[src/rtl/reg_file_debug_port.sv]
// Debug initiator for the ULM register file: host read/write/dump over valid/ready channels.
// Optional register dump sequencing is compiled in with `define REG_DBG_DUMP_EN.
package pkg_reg;
  localparam int REG_WIDTH = 32;
  localparam int REG_DEPTH = 16;
  typedef enum logic {REG_READ = 1'b0, REG_WRITE = 1'b1} reg_op_e;
endpackage

interface if_dev_reg_file #(
  parameter int REG_WIDTH = pkg_reg::REG_WIDTH,
  parameter int REG_DEPTH = pkg_reg::REG_DEPTH
);
  localparam int AW = $clog2(REG_DEPTH);
  pkg_reg::reg_op_e     op;
  logic [AW-1:0]        addr_in;
  logic [REG_WIDTH-1:0] data_in;
  logic [AW-1:0]        addr_out0;
  logic [AW-1:0]        addr_out1;
  logic [REG_WIDTH-1:0] data_out0;
  modport initiator (output op, addr_in, data_in, addr_out0, addr_out1, input data_out0);
  modport target (input op, addr_in, data_in, addr_out0, addr_out1, output data_out0);
endinterface

module reg_file_debug_port #(
  parameter int REG_WIDTH = pkg_reg::REG_WIDTH,
  parameter int REG_DEPTH = pkg_reg::REG_DEPTH,
  localparam int AW = $clog2(REG_DEPTH)
) (
  input  logic                 clk,
  input  logic                 rst,
  input  logic                 cmd_valid,
  output logic                 cmd_ready,
  input  logic                 cmd_write,
  input  logic [AW-1:0]        cmd_addr,
  input  logic [REG_WIDTH-1:0] cmd_data,
  input  logic                 dump_start,
  output logic                 rsp_valid,
  input  logic                 rsp_ready,
  output logic [AW-1:0]        rsp_addr,
  output logic [REG_WIDTH-1:0] rsp_data,
  output logic                 busy,
  if_dev_reg_file.initiator    reg_file
);
  import pkg_reg::*;

`ifdef REG_DBG_DUMP_EN
  typedef enum logic [2:0] {
    IDLE = 3'd0, WRITE = 3'd1, READ = 3'd2, RESP = 3'd3, DUMP_READ = 3'd4, DUMP_RESP = 3'd5
  } state_e;
  localparam logic [AW-1:0] PTR_LAST = AW'(REG_DEPTH - 1);
  logic [AW-1:0] ptr_r;
  logic          dump_go_s;
  logic          dump_adv_s;
`else
  typedef enum logic [1:0] {IDLE = 2'd0, WRITE = 2'd1, READ = 2'd2, RESP = 2'd3} state_e;
  logic unused_dump_s;
  assign unused_dump_s = dump_start;
`endif

  state_e               state_r;
  state_e               state_next_s;
  logic                 accept_s;
  logic                 capture_s;
  logic                 rsp_pending_s;
  logic                 cmd_ready_r;
  logic                 busy_r;
  logic                 rsp_valid_r;
  logic [AW-1:0]        rsp_addr_r;
  logic [REG_WIDTH-1:0] rsp_data_r;
  reg_op_e              op_r;
  logic [AW-1:0]        addr_r;
  logic [REG_WIDTH-1:0] data_r;
  logic [AW-1:0]        addr_out0_r;

  // Next-state decode and per-state strobes.
  always_comb begin
    state_next_s = state_r;
    accept_s     = 1'b0;
    capture_s    = 1'b0;
`ifdef REG_DBG_DUMP_EN
    dump_go_s    = 1'b0;
    dump_adv_s   = 1'b0;
`endif
    case (state_r)
      IDLE: begin
`ifdef REG_DBG_DUMP_EN
        // A dump request takes priority and leaves a concurrent command unaccepted.
        if (dump_start) begin
          dump_go_s    = 1'b1;
          state_next_s = DUMP_READ;
        end else if (cmd_valid) begin
          accept_s     = 1'b1;
          state_next_s = cmd_write ? WRITE : READ;
        end else begin
          state_next_s = IDLE;
        end
`else
        if (cmd_valid) begin
          accept_s     = 1'b1;
          state_next_s = cmd_write ? WRITE : READ;
        end else begin
          state_next_s = IDLE;
        end
`endif
      end
      WRITE: state_next_s = IDLE;
      READ: begin
        capture_s    = 1'b1;
        state_next_s = RESP;
      end
      RESP: begin
        if (rsp_ready) begin
          state_next_s = IDLE;
        end else begin
          state_next_s = RESP;
        end
      end
`ifdef REG_DBG_DUMP_EN
      DUMP_READ: begin
        capture_s    = 1'b1;
        state_next_s = DUMP_RESP;
      end
      DUMP_RESP: begin
        if (rsp_ready && (ptr_r == PTR_LAST)) begin
          state_next_s = IDLE;
        end else if (rsp_ready) begin
          dump_adv_s   = 1'b1;
          state_next_s = DUMP_READ;
        end else begin
          state_next_s = DUMP_RESP;
        end
      end
`endif
      default: state_next_s = IDLE;
    endcase
  end

  // Response-valid is derived from the upcoming state so it is registered with it.
  always_comb begin
`ifdef REG_DBG_DUMP_EN
    rsp_pending_s = (state_next_s == RESP) || (state_next_s == DUMP_RESP);
`else
    rsp_pending_s = (state_next_s == RESP);
`endif
  end

  // State, status flags and all register-file drive values.
  always_ff @(posedge clk or posedge rst) begin
    if (rst) begin
      state_r     <= IDLE;
      cmd_ready_r <= 1'b1;
      busy_r      <= 1'b0;
      rsp_valid_r <= 1'b0;
      rsp_addr_r  <= {AW{1'b0}};
      rsp_data_r  <= {REG_WIDTH{1'b0}};
      op_r        <= REG_READ;
      addr_r      <= {AW{1'b0}};
      data_r      <= {REG_WIDTH{1'b0}};
      addr_out0_r <= {AW{1'b0}};
`ifdef REG_DBG_DUMP_EN
      ptr_r       <= {AW{1'b0}};
`endif
    end else begin
      state_r     <= state_next_s;
      cmd_ready_r <= (state_next_s == IDLE);
      busy_r      <= (state_next_s != IDLE);
      rsp_valid_r <= rsp_pending_s;
      op_r        <= (state_next_s == WRITE) ? REG_WRITE : REG_READ;
      if (accept_s) begin
        addr_r      <= cmd_addr;
        data_r      <= cmd_data;
        addr_out0_r <= cmd_addr;
      end
      // addr_out0_r holds the read address in both READ and DUMP_READ.
      if (capture_s) begin
        rsp_data_r <= reg_file.data_out0;
        rsp_addr_r <= addr_out0_r;
      end
`ifdef REG_DBG_DUMP_EN
      if (dump_go_s) begin
        ptr_r       <= {AW{1'b0}};
        addr_out0_r <= {AW{1'b0}};
      end
      if (dump_adv_s) begin
        ptr_r       <= ptr_r + {{(AW-1){1'b0}}, 1'b1};
        addr_out0_r <= ptr_r + {{(AW-1){1'b0}}, 1'b1};
      end
`endif
    end
  end

  assign cmd_ready          = cmd_ready_r;
  assign busy               = busy_r;
  assign rsp_valid          = rsp_valid_r;
  assign rsp_addr           = rsp_addr_r;
  assign rsp_data           = rsp_data_r;
  assign reg_file.op        = op_r;
  assign reg_file.addr_in   = addr_r;
  assign reg_file.data_in   = data_r;
  assign reg_file.addr_out0 = addr_out0_r;
  assign reg_file.addr_out1 = {AW{1'b0}};

endmodule

[src/flat_wrapper.sv]
// flat-port wrapper written by rule: the top's interface ports become plain ports
module reg_file_debug_port_flat import pkg_reg::*;
#(
  parameter int REG_WIDTH = pkg_reg::REG_WIDTH,
  parameter int REG_DEPTH = pkg_reg::REG_DEPTH,
  localparam int AW = $clog2(REG_DEPTH)
)
  (clk, rst, cmd_valid, cmd_ready, cmd_write, cmd_addr, cmd_data, dump_start, rsp_valid, rsp_ready, rsp_addr, rsp_data, busy, reg_file_op, reg_file_addr_in, reg_file_data_in, reg_file_addr_out0, reg_file_addr_out1, reg_file_data_out0);
  if_dev_reg_file #(.REG_WIDTH(REG_WIDTH), .REG_DEPTH(REG_DEPTH)) reg_file_i ();
  input  logic clk;
  input  logic rst;
  input  logic cmd_valid;
  output logic cmd_ready;
  input  logic cmd_write;
  input  logic [AW-1:0] cmd_addr;
  input  logic [REG_WIDTH-1:0] cmd_data;
  input  logic dump_start;
  output logic rsp_valid;
  input  logic rsp_ready;
  output logic [AW-1:0] rsp_addr;
  output logic [REG_WIDTH-1:0] rsp_data;
  output logic busy;
  output wire logic [$bits(reg_file_i.op)-1:0] reg_file_op;
  output wire logic [$bits(reg_file_i.addr_in)-1:0] reg_file_addr_in;
  output wire logic [$bits(reg_file_i.data_in)-1:0] reg_file_data_in;
  output wire logic [$bits(reg_file_i.addr_out0)-1:0] reg_file_addr_out0;
  output wire logic [$bits(reg_file_i.addr_out1)-1:0] reg_file_addr_out1;
  input wire logic [$bits(reg_file_i.data_out0)-1:0] reg_file_data_out0;
  assign reg_file_op = reg_file_i.op;
  assign reg_file_addr_in = reg_file_i.addr_in;
  assign reg_file_data_in = reg_file_i.data_in;
  assign reg_file_addr_out0 = reg_file_i.addr_out0;
  assign reg_file_addr_out1 = reg_file_i.addr_out1;
  assign reg_file_i.data_out0 = reg_file_data_out0;
  reg_file_debug_port #(.REG_WIDTH(REG_WIDTH), .REG_DEPTH(REG_DEPTH)) u_core (.clk(clk), .rst(rst), .cmd_valid(cmd_valid), .cmd_ready(cmd_ready), .cmd_write(cmd_write), .cmd_addr(cmd_addr), .cmd_data(cmd_data), .dump_start(dump_start), .rsp_valid(rsp_valid), .rsp_ready(rsp_ready), .rsp_addr(rsp_addr), .rsp_data(rsp_data), .busy(busy), .reg_file(reg_file_i));
endmodule
[config.mk]
export PLATFORM = sky130hd
export DESIGN_NAME = reg_file_debug_port_flat
export DESIGN_NICKNAME = d
export VERILOG_FILES = /design/src/rtl/reg_file_debug_port.sv /design/src/flat_wrapper.sv
export SDC_FILE = /design/constraint.sdc
export NUM_CORES = 1
export LEC_CHECK = 0
export CAP_MARGIN = 25
export CORE_UTILIZATION = 41
export CTS_BUF_LIST = sky130_fd_sc_hd__clkbuf_4
export DETAILED_ROUTE_END_ITERATION = 7
export PLACE_DENSITY_LB_ADDON = 0.3
export SYNTH_ARGS = -nofsm -noshare
export SYNTH_HDL_FRONTEND = slang
export SYNTH_SLANG_ARGS = --single-unit
[constraint.sdc]
create_clock -name clk -period 5.5 [get_ports clk]
set_input_delay 1.1 -clock clk [delete_from_list [all_inputs] [get_ports clk]]
set_output_delay 1.1 -clock clk [all_outputs]
set_load 0.01 [all_outputs]
======== Yosys cells after proc, flatten, opt, wreduce, memory -nomap -nowiden ========
Index checks and enable logic that the tools add are counted.
W data, S select, Z words.
operators by class
  add/subtract/negate cells ............... 0
  multipliers ............................. 0
  divide/modulo/power cells ............... 0
  magnitude comparators ................... 0
  eq/ne operators ......................... 5
  shift-type cells ........................ 0
  muxes and demuxes ....................... 8
  bitwise gates (word level) .............. 0
  reduce and logical (&&, ||, !) cells .... 3
operator list
  kind                  count
  $pmux W2 S4           1
  $eq A2 B2 Y1 const B  3
  $mux W2               3
  $eq A2 B1 Y1 const B  2
  $logic_not A2 Y1      2
  $mux W1               4
  $reduce_bool A2 Y1    1
word-level totals
  register bits ........................... 78
  bits in latches ......................... 0
  bits in writable memories ............... 0
  bits in read-only memories .............. 0
  bits of input ports ..................... 74
  output and inout bits ................... 84
  memories ................................ 0

======== Logic depth before layout (Yosys ltp) ========
  depth in word-level cells ............... 5
  depth in mapped cells ................... 4
  depth with buffers taken out ............ 2

======== Worst setup path after synthesis ========
Ideal clock, no wire load.
  kind .................................... input to register
  from .................................... input cmd_valid
  to ...................................... register u_core.addr_r[0], in the netlist u_core.reg_file.addr_in[0]
  data arrival time ....................... 1875 ps
  required time ........................... 5375 ps
  slack ................................... 3500 ps
  cell stages on the path ................. 4
  path through ............................ nor3b_2 buf_6 buf_12 mux2_2
between the ends
  word-level cells in the longest chain between the ends .. 2
ends and longest elaborated chain
  element               RTL line                    text
  start, declared       flat_wrapper.sv:12          input logic cmd_valid;
  $mux W1               reg_file_debug_port.sv:98   if (cmd_valid) begin
  $mux W1               reg_file_debug_port.sv:84   case (state_r)
  end signal, assigned  reg_file_debug_port.sv:157  addr_r <= {AW{1'b0}};
  end signal, assigned  reg_file_debug_port.sv:170  addr_r <= cmd_addr;
  end, declared         reg_file_debug_port.sv:71   logic [AW-1:0] addr_r;
No other way between the ends.
A chain may end at the register's enable or synchronous reset.

======== Worst setup path after layout ========
  from .................................... register u_core.cmd_ready_r, in the netlist u_core.cmd_ready
  to ...................................... output cmd_ready
RTL lines
  element                 RTL line                    text
  start, declared         reg_file_debug_port.sv:65   logic cmd_ready_r;
  start signal, assigned  reg_file_debug_port.sv:165  cmd_ready_r <= (state_next_s == IDLE);
  end, declared           flat_wrapper.sv:13          output logic cmd_ready;
No word-level cell between the ends.

==> run metrics <==
status complete, no violations; WS Path Type flip-flop to primary output; setup bufs post-CTS 0; Fillers 586; WL/cell approximately 16 um; clk_lat worst skew around 0.42 ns; Port-buffer cells approximately 150; flops & latches, synth 78; Max Cap Viol 0; initial antenna violation count 0; IO Pins ~160; Post-Route Setup TNS 0 ns; Min-Delay Endpoint u_core.rsp_data[11]$_DFFE_PP0N_; share of the synthesized area in the top cell type between 60% and 70%; most used routing layer met2; root buffer cell clkbuf_4; slowest cell delay on critical path between 0.5 and 0.6 ns; drt initial violations 37; Max FO, Critical Path 1; fin. max-slew vios 0; max frequency about 390 MHz; GR Layer Usage met2 30.5%; global-route wire length before repair 11500 um; CTS Sinks 78; Max H-tree Level 3; Worst Setup End Kind primary output; synth top area cells dfrtp_1 61%, mux2_4 17%, mux2_2 12%; pwr/cell area between 600 and 700 nW/um2; Seq/Total Area, Yosys 61.4%; CP top delay family flip-flops; Post-synth EDFFs 0; number of global-route vias before repair ~2200; footprint of the multi-input gates between 1000 and 1500 um2; core area roughly 7400 um2; fin cells approximately 440; CTS tree built; syn_area_per_cell ~18 um2; setup violators final 0; WHS Path Cells 1; CP required around 4.4 ns; die height 90.1 um; slew margin rel. between 40% and 50%; Syn Inst Count 179; worst r2r dst u_core.rsp_data[28]$_DFFE_PP0N_; most common cell in the synthesized netlist dfrtp_1; Total Routed Length 7000 um; row cnt 31; Worst EP arrival 1.48 ns; worst-margin pin slew ~0.85 ns; critical path cell sequence clkdlybuf4s50_1; Post-Syn Area about 3200 um2; Fin. Hold Viols 0; class of the worst hold path flip-flop to flip-flop; RSZ-0062 raised after global routing false; worst clock skew roughly 0.021 ns; Tmin final between 2 and 3 ns; maximum clock path buffer count 2; final period utilization 47.0%; critical hold path startpoint u_core.rsp_data[11]$_DFFE_PP0N_; vias just over 2000; Clk pin slew, worst setup/hold paths 0.12 ns; die area 8120 um2; VDD IR max approximately 280 uV; DRT Pass-1 Iters 4; GRT Util Overall a little under a fifth; routability cong. ~0.7; largest net degree at the start of global routing 42; Starting Density between 40% and 50%; Leakage 0.00214 uW; Startpoint Class flip-flop; dominant cell type by area after synthesis dfrtp_1; Area growth syn-to-layout 53.2%; Async S/R FF share, synth 100%; Worst R2R Start u_core.state_r[0]$_DFF_PP0_; clock buffer count from CTS 9; vias per inst 4.63; dpl hpwl roughly 5000 um; Synth top cells by count 77 x dfrtp_1, 37 x mux2_4, 35 x mux2_2, 8 x buf_4, 6 x buf_12; met1 Use GR 22.9%; Yosys cell types 17; GRT met3 Usage 3.05%; hold buffer count at CTS 0; synth warn 0; post-route ant nets 0; die span in x around 90 um; register area approximately 2000 um2; placed cells 420; CP bufs+invs 1; ant diodes 0; R2R cell count 3; Congestion Overflow GR 0; final-stage net count 406; FF-to-FF setup slack between 3 and 4 ns; slowest cell on the critical path dfstp_2; layout cells sized above 1 about 28%; ys flop type dfrtp_1; post-cts gate resize count 0; # DRC 0; PnR Total Power ~3000 uW
## cell usage in the layout, fill, tap and decap left out, types with 2 or more instances in the layout
cell type          n
buf_4              3
bufinv_16          4
clkbuf_4          10
clkdlybuf4s50_1  152
conb_1             4
dfrtp_1           77
mux2_2            35
mux2_4            37
nand2_1            2
## worst max path at each step
stage / slack [ns] / from / depth (start not counted) / to
2_1_floorplan: 2.41 / rst / 1 / u_core.busy$_DFF_PP0_
3_3_place_gp: 2.65 / cmd_valid / 4 / u_core.reg_file.data_in[6]$_DFFE_PP0P_
3_5_place_dp: 2.60 / cmd_valid / 4 / u_core.reg_file.data_in[27]$_DFFE_PP0P_
4_1_cts: 2.88 / u_core.cmd_ready$_DFF_PP1_ / 1 / cmd_ready
5_1_grt: 2.86 / u_core.cmd_ready$_DFF_PP1_ / 1 / cmd_ready
6_report: 2.92 / u_core.cmd_ready$_DFF_PP1_ / 1 / cmd_ready
## area by class of cell
class	instances	area share [%]
Timing Repair Buffer	155	31.7
Clock inverter	6	2.75
Inverter	2	0.154
Tap cell	99	2.54
Multi-Input combinational cell	86	21.3
Sequential cell	78	40.1
Clock buffer	10	1.54
## flip-flops by register name, indices dropped and copies added, names as in the netlist
name                     count
u_core.busy                  1
u_core.cmd_ready             1
u_core.reg_file.addr_in      4
u_core.reg_file.data_in     32
u_core.reg_file.op           1
u_core.rsp_addr              4
u_core.rsp_data             32
u_core.rsp_valid             1
u_core.state_r               2
## per-layer routing
| metal | vias up | share of wire, % |
|---|---|---|
| li1 | 914 | - |
| met1 | 1018 | 40 |
| met2 | 70 | 53 |
| met3 | 16 | 4.0 |
| met4 | 0 | 3.1 |
| met5 | - | 0 |
## where the power goes
| part | leakage, uW | internal (uW) | switching, uW |
|---|---|---|---|
| sequential | 0.000916 | 869 | 165 |
| clock | 0.000111 | 281 | 203 |
| combinational | 0.00111 | 963 | 495 |
| total | 0.00214 | 2110 | 863 |
## cells by family after synthesis
group | after synthesis | synth area share [%]
flip-flops | 78 | 61.4
multiplexers | 72 | 29.8
buffers and inverters | 18 | 6.61
AND/OR/NAND/NOR | 8 | 1.57
AO/OA/AOI/OAI | 2 | 0.472
other | 1 | 0.118
## per-stage QoR
step	setup slack [ns]	instance area, um2	hold slack, ns	utilization [%]
6_report	2.92	4880	0.518	66.2
5_1_grt	2.86	4880	0.537	66.2
4_1_cts	2.88	4880	0.521	66.2
3_5_place_dp	2.60	4670	0.490	63.3
3_3_place_gp	2.65	4670	0.488	63.3
2_1_floorplan	2.41	3190	0.455	-
Note: power is estimated with default switching activity, not from simulation.
==> RTL change 1 (same flow settings) <==
The package constant `REG_WIDTH` goes from 32 to 48.
--- a/src/rtl/reg_file_debug_port.sv
+++ b/src/rtl/reg_file_debug_port.sv
@@ -1,7 +1,7 @@
 // Debug initiator for the ULM register file: host read/write/dump over valid/ready channels.
 // Optional register dump sequencing is compiled in with `define REG_DBG_DUMP_EN.
 package pkg_reg;
-  localparam int REG_WIDTH = 32;
+  localparam int REG_WIDTH = 48;
   localparam int REG_DEPTH = 16;
   typedef enum logic {REG_READ = 1'b0, REG_WRITE = 1'b1} reg_op_e;
 endpackage
Ports: changed (resized cmd_data, reg_file_data_in, reg_file_data_out0 and rsp_data); port bits go from 158 to 222. No check against the original RTL was run, so the function may have changed too.
==> RTL change 1 against the unedited design <==
- sequential cell count is 32 higher
- power is 24% higher
- setup slack worse by 0.19 ns
- die area is 31% higher
- utilization is 0.058 points higher
- wire length is 35% higher
- final cell count is 37% higher
- highest routed layer unchanged
- synthesized area is 32% higher
- count of clock-buffer cells in the layout stayed put
- first-iteration DRC count is 19% lower
- largest power group unchanged
- global-route usage is 0.50 points lower
- clock power is 21% lower
- final area is 33% higher
==> RTL change 1: results (changes against the unedited design) <==
| Metric | Value |
|---|---|
| Status | finished, final reports clean (unchanged) |
| Crit path max-delay cell type | buf_4 (was dfstp_2) |
| Post-Route WL | 9470 um (was 7000 um) |
| Slew headroom | 46.4% (was 43.6%) |
| R2R Setup Slk | 3.42 ns (was 3.61 ns) |
| Commonest cells in the netlist | dfrtp_1 (109), mux2_2 (100), buf_6 (10) (was dfrtp_1 (77), mux2_4 (37), mux2_2 (35)) |
| Largest cells by area after synthesis | dfrtp_1 (65%), mux2_2 (27%), buf_6 (2.7%) (was dfrtp_1 (61%), mux2_4 (17%), mux2_2 (12%)) |
| Mux cell area share after synthesis | 28.0% (was 29.8%) |
| Largest delay contributor family on the critical path | buffers and inverters (was flip-flops) |
| Pin count of the biggest net entering global routing | 67 (was 42) |
| Crit path launch | cmd_valid (was u_core.cmd_ready) |
| Fin nets | 566 (was 406) |
| Largest stage delay, worst path | 0.56 ns (was 0.54 ns) |
| Share of cells above drive strength 1 | 26.2% (was 28.5%) |
| Gr usage total | 17.8% (was 18.3%) |
| Via count of the first global-routing pass | 2920 (was 2159) |
| Maximum VDD drop | 0.000263 V (was 0.000285 V) |
| Placed cell count | 582 (was 420) |
| CP Capture Type | flip-flop (was primary output) |
| Hold slack | 0.514 ns (was 0.518 ns) |
| Compound-Gate Fraction of Synth Area | 0.359% (was 0.472%) |
| Static Leak | 2.69 nW (was 2.14 nW) |
| HPWL Detailed | 7080 um (was 5040 um) |
| CTS Sinks | 110 (was 78) |
| Fill cells | 775 (was 586) |
| Post-DP Area | 6370 um2 (was 4670 um2) |
| Seq group | 0.00144 W (was 0.00103 W) |
| Synth Instances | 246 (was 179) |
| Vias per inst | 4.70 (was 4.63) |
| Finished Layout Cells | 598 (was 436) |
| Pint | 0.00256 W (was 0.00211 W) |
| Input/output buffers | 216 (was 152) |
| Reg clk slew, reported paths | 0.15 ns (was 0.12 ns) |
| Fin util | 66.2% (about the same) |
| Initial DRC Count | 30 (was 37) |
| Crit Path Max Fanout | 44 (was 1) |
## RTL change 1: cell types whose count changed in the layout (fill, tap and decap cells not counted), sizes merged
| cell | delta |
|---|---|
| clkinv | +3 |
| dfrtp | +32 |
| bufinv | -3 |
| clkdlybuf4s50 | +64 |
| mux2 | +32 |
## RTL change 1: layout make-up
cell class / count / area share, %
Clock buffer: 10 / 1.15
Clock inverter: 6 / 0.808
Inverter: 2 / 0.154
Multi-Input combinational cell: 118 / 19.4
Sequential cell: 110 / 42.4
Tap cell: 133 / 2.56
Timing Repair Buffer: 219 / 33.6
## RTL change 1: per-layer routing
layer / up-vias / track usage, % / wire [um]
met1: 1408 / 19.3 / 3350
met5: - / 0 / 0
met4: 0 / 7.69 / 212
met3: 14 / 5.97 / 896
li1: 1268 / - / -
met2: 121 / 31.8 / 5000
==> RTL change 2 (config.mk and constraints unchanged) <==
Without the edit above. The 4 states of `state_e` get a Gray code encoding in 2 bits.
--- a/src/rtl/reg_file_debug_port.sv
+++ b/src/rtl/reg_file_debug_port.sv
@@ -52,7 +52,7 @@
   logic          dump_go_s;
   logic          dump_adv_s;
 `else
-  typedef enum logic [1:0] {IDLE = 2'd0, WRITE = 2'd1, READ = 2'd2, RESP = 2'd3} state_e;
+  typedef enum logic [1:0] {IDLE = 2'b00, WRITE = 2'b01, READ = 2'b11, RESP = 2'b10} state_e;
   logic unused_dump_s;
   assign unused_dump_s = dump_start;
 `endif
Check against the original RTL: same outputs for any inputs over 10 cycles, from zero or initial values and one cycle with rst high; not proved beyond that.
==> RTL change 2 against the unedited design <==
- sequential share of layout area is 1.7 points higher
- worst hold slack worse by 0.027 ns
- final area is 4.2% lower
- setup slack better by 0.021 ns
- final cell count is 1.6% lower
- combinational power is 29% lower
- critical path depth stayed put
- sequential cell count stayed put
- wire length is 10% lower
- die area is 5.6% lower
- clock skew is 0.0058 ns lower
- synthesized area is 5.7% lower
- power is 21% lower
- critical path type unchanged
- critical endpoint unchanged
- highest routed layer unchanged
==> RTL change 2: results (changes against the unedited design) <==
| Metric | Value |
|---|---|
| Commonest cells in the netlist | dfrtp_1 (77), mux2_2 (65), buf_4 (8), buf_6 (8), mux2_1 (7) (was dfrtp_1 (77), mux2_4 (37), mux2_2 (35)) |
| Switch Pwr | 0.000664 W (was 0.000863 W) |
| Netlist cell types | 15 (was 17) |
| First-pass GRT wire length | 9740 um (was 11500 um) |
| Largest cells by area after synthesis | dfrtp_1 (64%), mux2_2 (24%), buf_6 (3.0%) (was dfrtp_1 (61%), mux2_4 (17%), mux2_2 (12%)) |
| Met1 usage | 19.5% (was 22.9%) |
| Crit path max-delay cell type | clkdlybuf4s50_1 (was dfstp_2) |
| Status | finished, final reports clean (unchanged) |
| Gr usage total | 17.2% (was 18.3%) |
| Via count of the first global-routing pass | 2044 (was 2159) |
| Post-route minimum period | 2.56 ns (was 2.58 ns) |
| Seq/Total Area, Yosys | 65.1% (was 61.4%) |
| RR Startpoint | u_core.state_r[1] (was u_core.state_r[0]) |
| Post-DP Area | 4520 um2 (was 4670 um2) |
| Placer Congestion | 0.689 (was 0.692) |
| R2R Setup Slk | 3.83 ns (was 3.61 ns) |
| Clk_lat worst skew | 0.40 ns (was 0.42 ns) |
| Drt first pass iters | 2 (was 4) |
| Static Leak | 1.95 nW (was 2.14 nW) |
| Reg clk slew, reported paths | 0.10 ns (was 0.12 ns) |
| M3 GR Usage | 5.50% (was 3.05%) |
| HPWL Detailed | 4640 um (was 5040 um) |
| Met3 routed WL | 459 um (was 278 um) |
| Reg2reg end | u_core.reg_file.addr_in[3] (was u_core.rsp_data[28]) |
| Largest delay contributor family on the critical path | buffers and inverters (was flip-flops) |
[RTL change 2: area by class of cell]
type                       instances  area, um2
clock buffer                      11       82.6
inverter                           1       3.75
sequential                        78       1950
fill                             542       2270
clock inverter                     4       72.6
multi-input combinational         85        903
tap                               96        120
timing repair buffer             154       1540
[RTL change 2: cells by family (layout without fill, tap and decap cells)]
family | Yosys count | after routing | synth area share (%)
other cells | 1 | 4 | 0.125
mux | 72 | 72 | 27.0
buf+inv | 17 | 170 | 5.13
compound gates | 3 | 3 | 0.667
simple gates | 6 | 6 | 1.92
flops | 78 | 78 | 65.1
[RTL change 2: worst min path at each step]
stage	end	slack [ns]	cells after the start
CTS	u_core.reg_file.data_in[12]	0.50	1
finish	u_core.reg_file.data_in[10]	0.49	1
floorplan	u_core.cmd_ready	0.51	2
global route	u_core.reg_file.data_in[10]	0.52	1
detailed placement	u_core.reg_file.data_in[12]	0.48	1
global placement	u_core.reg_file.data_in[10]	0.47	1
